==> config.mk <==
export PLATFORM = sky130hd
export DESIGN_NAME = evt_readout_arb
export DESIGN_NICKNAME = d
export VERILOG_FILES = /design/src/rtl/evt_readout_arb.sv
export SDC_FILE = /design/constraint.sdc
export NUM_CORES = 1
export LEC_CHECK = 0
export CORE_AREA = 3 3 114 116
export CTS_BUF_LIST = sky130_fd_sc_hd__clkbuf_8
export DETAILED_ROUTE_END_ITERATION = 8
export DIE_AREA = 0 0 117 119
export DONT_BUFFER_PORTS = 1
export SLEW_MARGIN = 40
export SYNTH_ARGS = -nofsm -noshare
export SYNTH_HDL_FRONTEND = slang
export SYNTH_SLANG_ARGS = --single-unit
==> constraint.sdc <==
create_clock -name clk_i -period 2.6 [get_ports clk_i]
set_input_delay 0.26 -clock clk_i [delete_from_list [all_inputs] [get_ports clk_i]]
set_output_delay 0.26 -clock clk_i [all_outputs]
set_load 0.03 [all_outputs]
==> src/rtl/evt_readout_arb.sv <==
// evt_readout_arb
//   Two-source event readout arbiter. The head records of two counter cores
//   are granted round-robin (mode_i=0) or with fixed priority to source 0
//   (mode_i=1). Each granted record is packed into a 64-bit word and held on
//   a valid/ready stream. The winning source receives a one-cycle ack in the
//   first cycle of the transfer.
//
//   Packed word: [63] source id, [62] type, [61:48] amp, [47:32] t1, [31:0] t0
//
//   Optional feature: define EVT_ARB_STATS_EN to build the saturating
//   per-source word counters and the stall counter. Without it, cnt_w0_o,
//   cnt_w1_o and stall_o are tied to 0 and clr_i is ignored.
//
// Ports
//   clk_i, rst_i          clock, asynchronous active-high reset
//   enable_i, mode_i      grant enable, grant policy
//   clr_i                 statistics clear pulse
//   srcN_vld/type/amp/t0/t1_i, srcN_ack_o   source N head record and ack
//   m_vld_o, m_data_o, m_rdy_i              output stream
//   cnt_w0_o, cnt_w1_o, stall_o             statistics
module evt_readout_arb #(
  parameter int unsigned TS_W = 32
) (
  input  logic            clk_i,
  input  logic            rst_i,
  input  logic            enable_i,
  input  logic            mode_i,
  input  logic            clr_i,
  input  logic            src0_vld_i,
  input  logic            src0_type_i,
  input  logic [13:0]     src0_amp_i,
  input  logic [TS_W-1:0] src0_t0_i,
  input  logic [15:0]     src0_t1_i,
  output logic            src0_ack_o,
  input  logic            src1_vld_i,
  input  logic            src1_type_i,
  input  logic [13:0]     src1_amp_i,
  input  logic [TS_W-1:0] src1_t0_i,
  input  logic [15:0]     src1_t1_i,
  output logic            src1_ack_o,
  output logic            m_vld_o,
  output logic [63:0]     m_data_o,
  input  logic            m_rdy_i,
  output logic [31:0]     cnt_w0_o,
  output logic [31:0]     cnt_w1_o,
  output logic [31:0]     stall_o
);

  typedef enum logic {IDLE, XFER} state_t;

  state_t      state_q, state_d;
  logic        last_q, last_d;   // id of the most recent grant
  logic [63:0] data_q, data_d;
  logic        ack0_q, ack0_d;
  logic        ack1_q, ack1_d;
  logic        win;

  always_comb begin
    state_d = state_q;
    last_d  = last_q;
    data_d  = data_q;
    ack0_d  = 1'b0;
    ack1_d  = 1'b0;
    win     = 1'b0;
    case (state_q)
      IDLE: begin
        if (enable_i && (src0_vld_i || src1_vld_i)) begin
          if (src0_vld_i && src1_vld_i)
            win = mode_i ? 1'b0 : ~last_q;
          else
            win = src1_vld_i;
          data_d  = win ? {1'b1, src1_type_i, src1_amp_i, src1_t1_i, src1_t0_i}
                        : {1'b0, src0_type_i, src0_amp_i, src0_t1_i, src0_t0_i};
          ack0_d  = ~win;
          ack1_d  = win;
          last_d  = win;
          state_d = XFER;
        end
      end
      XFER: begin
        if (m_rdy_i)
          state_d = IDLE;
      end
      default: state_d = IDLE;
    endcase
  end

  always_ff @(posedge clk_i or posedge rst_i) begin
    if (rst_i) begin
      state_q <= IDLE;
      last_q  <= 1'b1;
      data_q  <= '0;
      ack0_q  <= 1'b0;
      ack1_q  <= 1'b0;
    end else begin
      state_q <= state_d;
      last_q  <= last_d;
      data_q  <= data_d;
      ack0_q  <= ack0_d;
      ack1_q  <= ack1_d;
    end
  end

  // Valid is decoded straight from the state so reset drops it asynchronously.
  assign m_vld_o    = (state_q == XFER);
  assign m_data_o   = data_q;
  assign src0_ack_o = ack0_q;
  assign src1_ack_o = ack1_q;

`ifdef EVT_ARB_STATS_EN
  logic [31:0] cnt_w0_q, cnt_w1_q, stall_q;
  logic        hs;

  assign hs = m_vld_o & m_rdy_i;

  always_ff @(posedge clk_i or posedge rst_i) begin
    if (rst_i) begin
      cnt_w0_q <= '0;
      cnt_w1_q <= '0;
      stall_q  <= '0;
    end else if (clr_i) begin
      cnt_w0_q <= '0;
      cnt_w1_q <= '0;
      stall_q  <= '0;
    end else begin
      if (hs && !data_q[63] && (cnt_w0_q != '1))
        cnt_w0_q <= cnt_w0_q + 32'd1;
      if (hs && data_q[63] && (cnt_w1_q != '1))
        cnt_w1_q <= cnt_w1_q + 32'd1;
      if (m_vld_o && !m_rdy_i && (stall_q != '1))
        stall_q <= stall_q + 32'd1;
    end
  end

  assign cnt_w0_o = cnt_w0_q;
  assign cnt_w1_o = cnt_w1_q;
  assign stall_o  = stall_q;
`else
  logic unused_clr;
  assign unused_clr = clr_i;
  assign cnt_w0_o   = '0;
  assign cnt_w1_o   = '0;
  assign stall_o    = '0;
`endif

endmodule

==> flow_metrics.env <==
export IMPL_synthAdderAreaFrac_pct=0
export IMPL_routed_wl_microns=10400
export IMPL_diodes=0
export IMPL_ys_seq_area_share_pct=43.1
export IMPL_final_nets=455
export IMPL_fin_setup_tns_ns=0
export IMPL_portBuffers=0
export IMPL_worstSetupPathType="reg -> reg"
export IMPL_area_growth_pct=-1.24
export IMPL_num_vias=2541
export IMPL_critPathRequiredTime_ns=2.87
export IMPL_fin_crit_ns=2.10
export IMPL_synth_edf_count=0
export IMPL_yosys_top_cells_area="dfrtp_1 42%, buf_4 18%, a221o_1 16%"
export IMPL_synth_top_area_cell="dfrtp_1"
export IMPL_cts_buffers_inserted=9
export IMPL_drc=0
export IMPL_ys_flop_type="dfrtp_1"
export IMPL_core_sq_mm=0.0120
export IMPL_crit_path_end_kind="register"
export IMPL_wl_per_cell_microns=21.9
export IMPL_cts_max_level=3
export IMPL_synth_area_sq_mm=0.00395
export IMPL_clockRootBuffer="clkbuf_8"
export IMPL_drt_iter0_drc=156
export IMPL_drive_above_1_share_pct=9.20
export IMPL_finalCritPeriodShare_pct=80.8
export IMPL_synthMuxAreaShare_pct=0
export IMPL_cts_resized=0
export IMPL_grt_pass1_vias=2403
export IMPL_fillerInstances=1188
export IMPL_clockBufferDepth=2
export IMPL_critPathArrivalTime_ns=2.37
export IMPL_dp_hpwl_microns=7140
export IMPL_dr_pass1_iters=5
export IMPL_ir_worst_vdd_mv=0.251
export IMPL_die_y_microns=119
export IMPL_start_util_pct=32.9
export IMPL_seqCellArea_sq_mm=0.00170
export IMPL_grt_pass1_wl_microns=14400
export IMPL_pin_count=297
export IMPL_die_w_microns=117
export IMPL_min_path_type="in -> reg"
export IMPL_setup_viol=0
export IMPL_status="finished, final reports clean"
export IMPL_grt_start_max_net_pins=66
export IMPL_drt_antenna_violating_nets=0
export IMPL_ys_warnings_count=0
export IMPL_crit_fanout=42
export IMPL_synthTopCellsByCount="96 x buf_4, 67 x dfrtp_1, 63 x a221o_1, 63 x and4b_1, 19 x clkbuf_1"
export IMPL_synthCells=336
export IMPL_max_clock_freq_mhz=476
export IMPL_maxCapViolations=0
export IMPL_slew_headroom_pct=63.2
export IMPL_row_count=40
export IMPL_clock_latency_ns=0.34
export IMPL_synth_cell_types=19
export IMPL_synth_xor_area_share_pct=0
export IMPL_viasPerCell=5.37
export IMPL_synth_top_area_share_pct=42.4
export IMPL_hold_viol_final=0
export IMPL_yosys_area_share_simple_pct=16.4
export IMPL_syn_avg_cell_area_sq_um=11.8
export IMPL_synth_top_family_by_area="buffers and inverters"
export IMPL_dieArea_sq_mm=0.0139
export IMPL_cts_clk_slew_worst_paths_ns=0.08
export IMPL_synth_compound_area_share_pct=17.1
export IMPL_synth_most_common_cell="buf_4"
export IMPL_yosys_register_bits=68
export IMPL_cts_tree="yes"
export IMPL_skew_ns=0.00918
export IMPL_rsz0062_at_grt="false"
export IMPL_worst_pin_slew_ns=0.551
export IMPL_powerDensity_mw_per_mm2=923
export IMPL_place_gp_congestion=0.751
export IMPL_multi_input_area_sq_mm=0.00170
export IMPL_async_flop_share_pct=100
export IMPL_grt_remaining_overflow=0
export IMPL_grt_antenna_before_repair=0
export IMPL_startpoint_type="register"
export IMPL_p_leak_nw=1.95
export IMPL_total_power_w=0.00360
export IMPL_grt_usage_pct=13.7
export IMPL_drv_slew=0
export IMPL_cts_sinks=68
[cell usage in the layout, fill, tap and decap left out]
| cell | instances |
|---|---|
| conb_1 | 96 |
| dfrtp_1 | 67 |
| and4b_1 | 63 |
| a221o_1 | 63 |
| clkbuf_8 | 11 |
| buf_4 | 5 |
| inv_2 | 2 |
| inv_1 | 2 |
| a21o_1 | 2 |
| clkinv_2 | 2 |
| dlygate4sd3_1 | 2 |
| buf_12 | 2 |
| nor2b_4 | 1 |
| o21ai_4 | 1 |
| o311a_2 | 1 |
| o21a_2 | 1 |
| o21ai_0 | 1 |
| nor3b_2 | 1 |
| bufinv_16 | 1 |
| clkinvlp_4 | 1 |
| dfstp_2 | 1 |
[power by group]
group          total [W]  switching, W  internal, W
sequential       0.00204      0.000732      0.00131
combinational   0.000667      0.000395     0.000272
clock           0.000892      0.000404     0.000489
[flip-flops by register name (all words and copies together), names as in the netlist]
register	count
m_data_o	64
last_q	1
m_vld_o	1
src0_ack_o	1
src1_ack_o	1
[path summary, 6_finish.rpt]
check                                 from      endpoint  slack (ns)  depth (start not counted)
worst max-delay path               m_vld_o  m_data_o[44]        0.50                          4
worst min-delay path            src1_vld_i    src1_ack_o        0.05                          2
worst max register to register     m_vld_o  m_data_o[44]        0.50                          4
worst min register to register      last_q        last_q        0.53                          1
max in group asynchronous            rst_i        last_q        1.44                          3
min in group asynchronous            rst_i  m_data_o[41]        0.37                          2
[cell families after synthesis]
kind of cell / Yosys count
buffers and inverters: 133
other: 1
AND/OR/NAND/NOR: 65
flip-flops: 68
AO/OA/AOI/OAI: 69
[critical path, cell delays in order (launching register included)]
cell and delay [ns]:
dfrtp_1 0.54, nor2b_4 0.52, o311a_2 0.30, buf_4 0.39, a221o_1 0.24
[cell type report]
cell class              instances  share of cell area, %
multi-input cells             230                   43.7
inverters                       3                  0.289
clock inverters                 5                   1.31
clock buffers                  11                   3.88
repair buffers                  9                   2.50
flip-flops and latches         68                   43.6
well taps                     147                   4.71
[timing repair]
item                                   CTS  global route
buffers inserted                         0             0
endpoints found under the hold margin   19             0
hold buffers                             2             0
[metrics by stage]
step	instances	hold WS (ns)	utilization, %	worst slack, ns	cell area (sq um)
2_1_floorplan	431	0.356	-	0.630	4310
3_3_place_gp	455	0.179	30.6	0.569	3680
3_5_place_dp	455	0.180	30.6	0.532	3680
4_1_cts	473	0.0170	32.5	0.497	3900
5_1_grt	473	0.0197	32.5	0.355	3900
6_report	473	0.0505	32.5	0.499	3900
[metal layers]
| metal | GRT usage [%] | share of wire [%] | up-vias | routed length (microns) |
|---|---|---|---|---|
| li1 | - | - | 1090 | - |
| met1 | 16.3 | 37 | 1253 | 3870 |
| met2 | 23.0 | 51 | 189 | 5240 |
| met3 | 4.22 | 11 | 9 | 1120 |
| met4 | 5.23 | 1.2 | 0 | 124 |
| met5 | 0 | 0 | - | 0 |
No activity file was read; power rests on OpenSTA's default activity.
